## src/rtl/stfq_rank_computer_if.sv

```systemverilog
// Packet-in and rank-store push channels of the STFQ rank computer.
// master = upstream/store side, slave = the rank computer itself.
interface stfq_rank_computer_if #(
    parameter int unsigned FLOWS = 10,
    parameter int unsigned FW    = $clog2(FLOWS),
    parameter int unsigned LEN_W = 16
);
    logic             in_valid;
    logic             in_ready;
    logic [FW-1:0]    in_flow;
    logic [LEN_W-1:0] in_len;
    logic [31:0]      in_value;
    logic             out_ready;
    logic             push;
    logic [31:0]      push_rank;
    logic [31:0]      push_value;
    logic [FLOWS-1:0] push_flow;

    modport master (
        output in_valid, in_flow, in_len, in_value, out_ready,
        input  in_ready, push, push_rank, push_value, push_flow
    );

    modport slave (
        input  in_valid, in_flow, in_len, in_value, out_ready,
        output in_ready, push, push_rank, push_value, push_flow
    );
endinterface

```

## src/rtl/stfq_rank_computer.sv

```systemverilog
// Start-Time Fair Queueing rank computer: two-stage pipeline feeding a per-flow rank store.
// Define STFQ_STATS_EN to add the stat_pkts / stat_sat / stat_drop counters.
module stfq_rank_computer #(
    parameter int unsigned FLOWS     = 10,
    parameter int unsigned FW        = $clog2(FLOWS),
    parameter int unsigned LEN_W     = 16,
    parameter int unsigned DEF_SHIFT = 0
) (
    input  logic                 clk,
    input  logic                 rst,
    stfq_rank_computer_if.slave  bus,
    input  logic                 cfg_we,
    input  logic [FW-1:0]        cfg_flow,
    input  logic [3:0]           cfg_shift,
    input  logic                 deq_valid,
    input  logic [31:0]          deq_rank
`ifdef STFQ_STATS_EN
    ,
    output logic [31:0]          stat_pkts,
    output logic [15:0]          stat_sat,
    output logic [15:0]          stat_drop
`endif
);

    logic             s1_valid_q;
    logic [FW-1:0]    s1_flow_q;
    logic [LEN_W-1:0] s1_len_q;
    logic [31:0]      s1_value_q;

    logic             s2_valid_q;
    logic [31:0]      rank_q;
    logic [31:0]      value_q;
    logic [FLOWS-1:0] flow_oh_q;

    logic [31:0]      vtime_q;
    logic [31:0]      finish_q [FLOWS];
    logic [3:0]       shift_q  [FLOWS];

    logic             accept;
    logic             flow_ok;
    logic             push;
    logic             s1_advance;
    logic             in_ready;
    logic [3:0]       cur_shift;
    logic [31:0]      cur_finish;
    logic [31:0]      cost;
    logic [31:0]      start;
    logic [32:0]      sum;
    logic             fin_sat;
    logic [31:0]      fin;
    logic [FLOWS-1:0] flow_oh;

    always_comb begin
        push       = s2_valid_q && bus.out_ready;
        s1_advance = s1_valid_q && (!s2_valid_q || push);
        in_ready   = !s1_valid_q || s1_advance;
        accept     = bus.in_valid && in_ready;
        flow_ok    = 32'(bus.in_flow) < FLOWS;
    end

    // finish/shift are read combinationally so a same-flow packet loading right
    // behind another sees the tag written on the previous edge.
    always_comb begin
        cur_shift  = shift_q[s1_flow_q];
        cur_finish = finish_q[s1_flow_q];
        cost       = 32'(s1_len_q >> cur_shift);
        start      = (vtime_q > cur_finish) ? vtime_q : cur_finish;
        sum        = {1'b0, start} + {1'b0, cost};
        fin_sat    = sum[32];
        fin        = fin_sat ? 32'hFFFF_FFFF : sum[31:0];
        flow_oh    = FLOWS'(1) << s1_flow_q;
    end

    always_ff @(posedge clk) begin
        if (rst) begin
            s1_valid_q <= 1'b0;
            s1_flow_q  <= '0;
            s1_len_q   <= '0;
            s1_value_q <= '0;
        end else begin
            if (s1_advance) begin
                s1_valid_q <= 1'b0;
            end
            // Out-of-range flows are consumed here and never enter the pipeline.
            if (accept && flow_ok) begin
                s1_valid_q <= 1'b1;
                s1_flow_q  <= bus.in_flow;
                s1_len_q   <= bus.in_len;
                s1_value_q <= bus.in_value;
            end
        end
    end

    always_ff @(posedge clk) begin
        if (rst) begin
            s2_valid_q <= 1'b0;
            rank_q     <= '0;
            value_q    <= '0;
            flow_oh_q  <= '0;
            for (int f = 0; f < FLOWS; f++) begin
                finish_q[f] <= '0;
            end
        end else if (s1_advance) begin
            s2_valid_q            <= 1'b1;
            rank_q                <= start;
            value_q               <= s1_value_q;
            flow_oh_q             <= flow_oh;
            finish_q[s1_flow_q]   <= fin;
        end else if (push) begin
            s2_valid_q <= 1'b0;
        end
    end

    always_ff @(posedge clk) begin
        if (rst) begin
            vtime_q <= '0;
        end else if (deq_valid && (deq_rank > vtime_q)) begin
            vtime_q <= deq_rank;
        end
    end

    always_ff @(posedge clk) begin
        if (rst) begin
            for (int f = 0; f < FLOWS; f++) begin
                shift_q[f] <= 4'(DEF_SHIFT);
            end
        end else if (cfg_we && (32'(cfg_flow) < FLOWS)) begin
            shift_q[cfg_flow] <= cfg_shift;
        end
    end

    assign bus.in_ready   = in_ready;
    assign bus.push       = push;
    assign bus.push_rank  = rank_q;
    assign bus.push_value = value_q;
    assign bus.push_flow  = flow_oh_q;

`ifdef STFQ_STATS_EN
    logic [31:0] pkts_q;
    logic [15:0] sat_q;
    logic [15:0] drop_q;

    always_ff @(posedge clk) begin
        if (rst) begin
            pkts_q <= '0;
            sat_q  <= '0;
            drop_q <= '0;
        end else begin
            if (push) begin
                pkts_q <= pkts_q + 32'd1;
            end
            if (s1_advance && fin_sat && (sat_q != 16'hFFFF)) begin
                sat_q <= sat_q + 16'd1;
            end
            if (accept && !flow_ok && (drop_q != 16'hFFFF)) begin
                drop_q <= drop_q + 16'd1;
            end
        end
    end

    assign stat_pkts = pkts_q;
    assign stat_sat  = sat_q;
    assign stat_drop = drop_q;
`endif

endmodule
```

## src/flat_wrapper.sv

```systemverilog
// flat-port wrapper written by rule: the top's interface ports become plain ports
module stfq_rank_computer_flat 
#(
    parameter int unsigned FLOWS     = 10,
    parameter int unsigned FW        = $clog2(FLOWS),
    parameter int unsigned LEN_W     = 16,
    parameter int unsigned DEF_SHIFT = 0
)
  (clk, rst, cfg_we, cfg_flow, cfg_shift, deq_valid, deq_rank, bus_in_valid, bus_in_flow, bus_in_len, bus_in_value, bus_out_ready, bus_in_ready, bus_push, bus_push_rank, bus_push_value, bus_push_flow);
  stfq_rank_computer_if #(.FLOWS(FLOWS), .FW(FW), .LEN_W(LEN_W)) bus_i ();
  input  logic clk;
  input  logic rst;
  input  logic cfg_we;
  input  logic [FW-1:0] cfg_flow;
  input  logic [3:0] cfg_shift;
  input  logic deq_valid;
  input  logic [31:0] deq_rank;
  input wire logic [$bits(bus_i.in_valid)-1:0] bus_in_valid;
  input wire logic [$bits(bus_i.in_flow)-1:0] bus_in_flow;
  input wire logic [$bits(bus_i.in_len)-1:0] bus_in_len;
  input wire logic [$bits(bus_i.in_value)-1:0] bus_in_value;
  input wire logic [$bits(bus_i.out_ready)-1:0] bus_out_ready;
  output wire logic [$bits(bus_i.in_ready)-1:0] bus_in_ready;
  output wire logic [$bits(bus_i.push)-1:0] bus_push;
  output wire logic [$bits(bus_i.push_rank)-1:0] bus_push_rank;
  output wire logic [$bits(bus_i.push_value)-1:0] bus_push_value;
  output wire logic [$bits(bus_i.push_flow)-1:0] bus_push_flow;
  assign bus_i.in_valid = bus_in_valid;
  assign bus_i.in_flow = bus_in_flow;
  assign bus_i.in_len = bus_in_len;
  assign bus_i.in_value = bus_in_value;
  assign bus_i.out_ready = bus_out_ready;
  assign bus_in_ready = bus_i.in_ready;
  assign bus_push = bus_i.push;
  assign bus_push_rank = bus_i.push_rank;
  assign bus_push_value = bus_i.push_value;
  assign bus_push_flow = bus_i.push_flow;
  stfq_rank_computer #(.FLOWS(FLOWS), .FW(FW), .LEN_W(LEN_W), .DEF_SHIFT(DEF_SHIFT)) u_core (.clk(clk), .rst(rst), .bus(bus_i), .cfg_we(cfg_we), .cfg_flow(cfg_flow), .cfg_shift(cfg_shift), .deq_valid(deq_valid), .deq_rank(deq_rank));
endmodule
```

## config.mk

```make
export PLATFORM = sky130hd
export DESIGN_NAME = stfq_rank_computer_flat
export DESIGN_NICKNAME = d
export VERILOG_FILES = /design/src/rtl/stfq_rank_computer_if.sv /design/src/rtl/stfq_rank_computer.sv /design/src/flat_wrapper.sv
export SDC_FILE = /design/constraint.sdc
export NUM_CORES = 1
export LEC_CHECK = 0
export ABC_AREA = 1
export CORE_ASPECT_RATIO = 1.1
export CORE_MARGIN = 3
export CORE_UTILIZATION = 23
export CTS_BUF_LIST = sky130_fd_sc_hd__clkbuf_2
export DETAILED_ROUTE_END_ITERATION = 8
export GPL_TIMING_DRIVEN = 0
export PLACE_DENSITY = 0.37
export SLEW_MARGIN = 20
export SYNTH_ARGS = -nofsm -noshare
export SYNTH_HDL_FRONTEND = slang
export SYNTH_SLANG_ARGS = --single-unit
```

## constraint.sdc

```tcl
create_clock -name clk -period 6.88 [get_ports clk]
set_clock_uncertainty 0.2 [all_clocks]
set_input_delay 1.376 -clock clk [delete_from_list [all_inputs] [get_ports clk]]
set_output_delay 1.376 -clock clk [all_outputs]
set_load 0.01 [all_outputs]
```

==> metrics <==
synthesized area 33600 um^2; CP startpoint kind flip-flop; hold slack final 0.259 ns; min Tclk post-route 6.68 ns; vias post-DR 27300; Clock Latency Late Sink 1.59 ns; Post-Place Cells 5497; ys async rst share 0; Leakage 16.1 nW; highest-delay cell along the critical path dfxtp_2; port bufs 172; Initial Utilization 0.232; Worst Hold Class flip-flop to flip-flop; Critical Path End Type flip-flop; required time of the worst setup path 8.07 ns; Post-DP HPWL 103 mm; fin worst setup slack 0.199 ns; Layout area overhead 24.3%; Critical Path Fanout Max 10; power density cells 268 nW/um^2; flop2flop setup slack 0.20 ns; fillers 15500; vias per cell 4.62; detailed-router iteration count before antenna repair 5; post-route cell area 41800 um^2; synthesis-stage register bit count 740; pre-CTS setup slack -3.30 ns; Max H-tree Level 4; Final ANT Viol Nets 0; TritonCTS clock tree yes; final wirelength 146 mm; register area share after synthesis 0.612; Data arrival, critical path 7.87 ns; clock sink total 740; first-pass GRT wire length 204 mm; Syn Area/Cell 10.0 um^2; full die area 151000 um^2; worst rel slew slack 0.245; layout cells sized above 1 0.181; Finished Core Util 0.289; f_max 0.150 GHz; peak supply drop 0.000132 V; clk slew on worst S/H paths 0.10 ns; Max Cap Violations 0; GRT Total Usage 0.191; CTS root buf clkbuf_2; Tightest Pin Transition 1.13 ns; number of global-route vias before repair 27500; Die H 407 um; CTS buffer count 195; top_reg_cell synth edfxtp_1; Final Non-Filler Cells 5900; Final Setup Violations 0; Site Rows 146; antenna violations before repair 6; status finished, final reports clean; Overflow after GRT 0; crit share post-route 0.971; largest net degree at the start of global routing 33; Yosys Warn Count 0; Post-DP Area 38400 um^2; die width 371 um; max-slew violations 0; core area 145000 um^2; GPL Wtd Cong 0.848; num ports 174; EDFF count, synth 576; Mapped Cells 3353; Initial DRC Count 2061; # nets final 4000; slowest stage delay, CP 0.40 ns; DRC viols 0; Clock Tree Buf Depth 3; Wirelength per Cell 24.7 um; Fin. Hold Viols 0; Netlist cell types 50; critical path type flip-flop to flip-flop
## state kept, by name (all words and copies together), names as in the netlist, named ones only
signal,flops
u_core.finish_q,512
u_core.bus.push_value,32
u_core.shift_q,64
u_core.vtime_q,32
u_core.s1_value_q,32
u_core.s2_valid_q,1
u_core.s1_flow_q,4
u_core.bus.push_flow,10
u_core.s1_len_q,16
u_core.bus.push_rank,32
u_core.s1_valid_q,1
## where the power goes
part           switching (W)  total, W  internal, W
clock network        0.00200   0.00329      0.00128
logic                0.00198   0.00284     0.000862
registers          0.0000736   0.00506      0.00499
## path summary, 6_finish.rpt
| path | cells past startpoint | from | end |
|---|---|---|---|
| setup / recovery | 40 | flip-flop | u_core.finish_q[15][28]$_DFFE_PP_ |
| hold / removal | 2 | u_core.s1_value_q[30]$_SDFFE_PP0P_ | u_core.s1_value_q[30]$_SDFFE_PP0P_ |
| setup reg to reg | 40 | flip-flop | u_core.finish_q[15][28]$_DFFE_PP_ |
| hold reg to reg | 2 | u_core.s1_value_q[30]$_SDFFE_PP0P_ | u_core.s1_value_q[30]$_SDFFE_PP0P_ |
## cell type report
cell class                 instances  area, um^2  area share
buffer                           197        1510      0.0361
tap                             1924        2410      0.0576
timing repair buffer             250        2670      0.0639
inverter                         253         990      0.0237
antenna                            5        12.5    0.000299
sequential                       740       20600       0.493
clock inverter                    56         343     0.00820
clock buffer                     291        1460      0.0348
multi-input combinational       2184       11800       0.283
## worst max-delay path: cells and delay by family, from the launching register on
kind | cells | cell delay [ns]
buf+inv | 16 | 2.34
compound gates | 5 | 0.91
fa+ha+maj | 3 | 0.85
simple gates | 16 | 1.74
flops | 1 | 0.40
## cells in the mapped netlist (all sizes together), types with 27 or more instances
| library cell | instances | share of area |
|---|---|---|
| o21ai | 494 | 0.075 |
| dfxtp | 164 | 0.098 |
| o211ai | 56 | 0.013 |
| nand2 | 360 | 0.042 |
| nand3 | 100 | 0.017 |
| edfxtp | 576 | 0.51 |
| clkbuf | 125 | 0.014 |
| inv | 246 | 0.028 |
| ha | 80 | 0.030 |
| buf | 74 | 0.013 |
| nor2 | 753 | 0.087 |
| o22ai | 27 | 0.0050 |
| a22o | 38 | 0.0099 |
| a21oi | 99 | 0.015 |
| o221ai | 94 | 0.024 |
## routing by layer
| metal | wire length [um] | track usage |
|---|---|---|
| met5 | 9 | 0 |
| met3 | 9470 | 0.0453 |
| met2 | 69200 | 0.320 |
| met4 | 4650 | 0.0623 |
| met1 | 62500 | 0.241 |
## cell usage in the layout, fill, tap and decap left out, types with 21 or more instances in the layout
master | synthesis | layout
nor2_1 | 734 | 721
edfxtp_1 | 576 | 576
o21ai_0 | 465 | 450
clkbuf_2 | 0 | 311
nand2_1 | 340 | 300
inv_1 | 221 | 200
clkdlybuf4s50_1 | 0 | 172
dfxtp_1 | 164 | 161
a21oi_1 | 97 | 97
o221ai_1 | 94 | 92
nand3_1 | 87 | 84
ha_1 | 80 | 78
buf_4 | 15 | 67
clkbuf_1 | 125 | 62
o211ai_1 | 55 | 55
clkinv_1 | 7 | 43
inv_2 | 24 | 42
a22o_1 | 38 | 38
nand2_2 | 15 | 36
o22ai_1 | 27 | 27
buf_2 | 39 | 24
conb_1 | 1 | 24
buf_12 | 0 | 21
clkbuf_4 | 0 | 21
## metrics by stage
| stage | total power (W) | TNS (ns) |
|---|---|---|
| global placement | 0.00772 | -2204.97 |
| floorplan | 0.00665 | 0 |
| global route | 0.0118 | -0.00406 |
| CTS | 0.0112 | -0.00802 |
| detailed placement | 0.00772 | -1491.74 |
| finish | 0.0112 | 0 |
## cell families after synthesis
kind of cell	after synthesis	share of synthesized area
simple gates	1238	0.151
buf+inv	452	0.0557
compound gates	822	0.145
other cells	1	0.000112
xor+xnor	19	0.00495
fa+ha+maj	81	0.0304
flops	740	0.612
## what timing repair did
| action | in CTS | in global routing |
|---|---|---|
| setup buffers | 15 | 27 |
| gates cloned | 0 | 5 |
| pin swaps | 21 | 29 |
| gates resized for setup | 266 | 102 |
| hold endpoints to repair | 7 | 0 |
| setup endpoints to repair | 513 | 512 |
| hold buffers | 6 | 0 |
(Power assumes the default switching activity.)
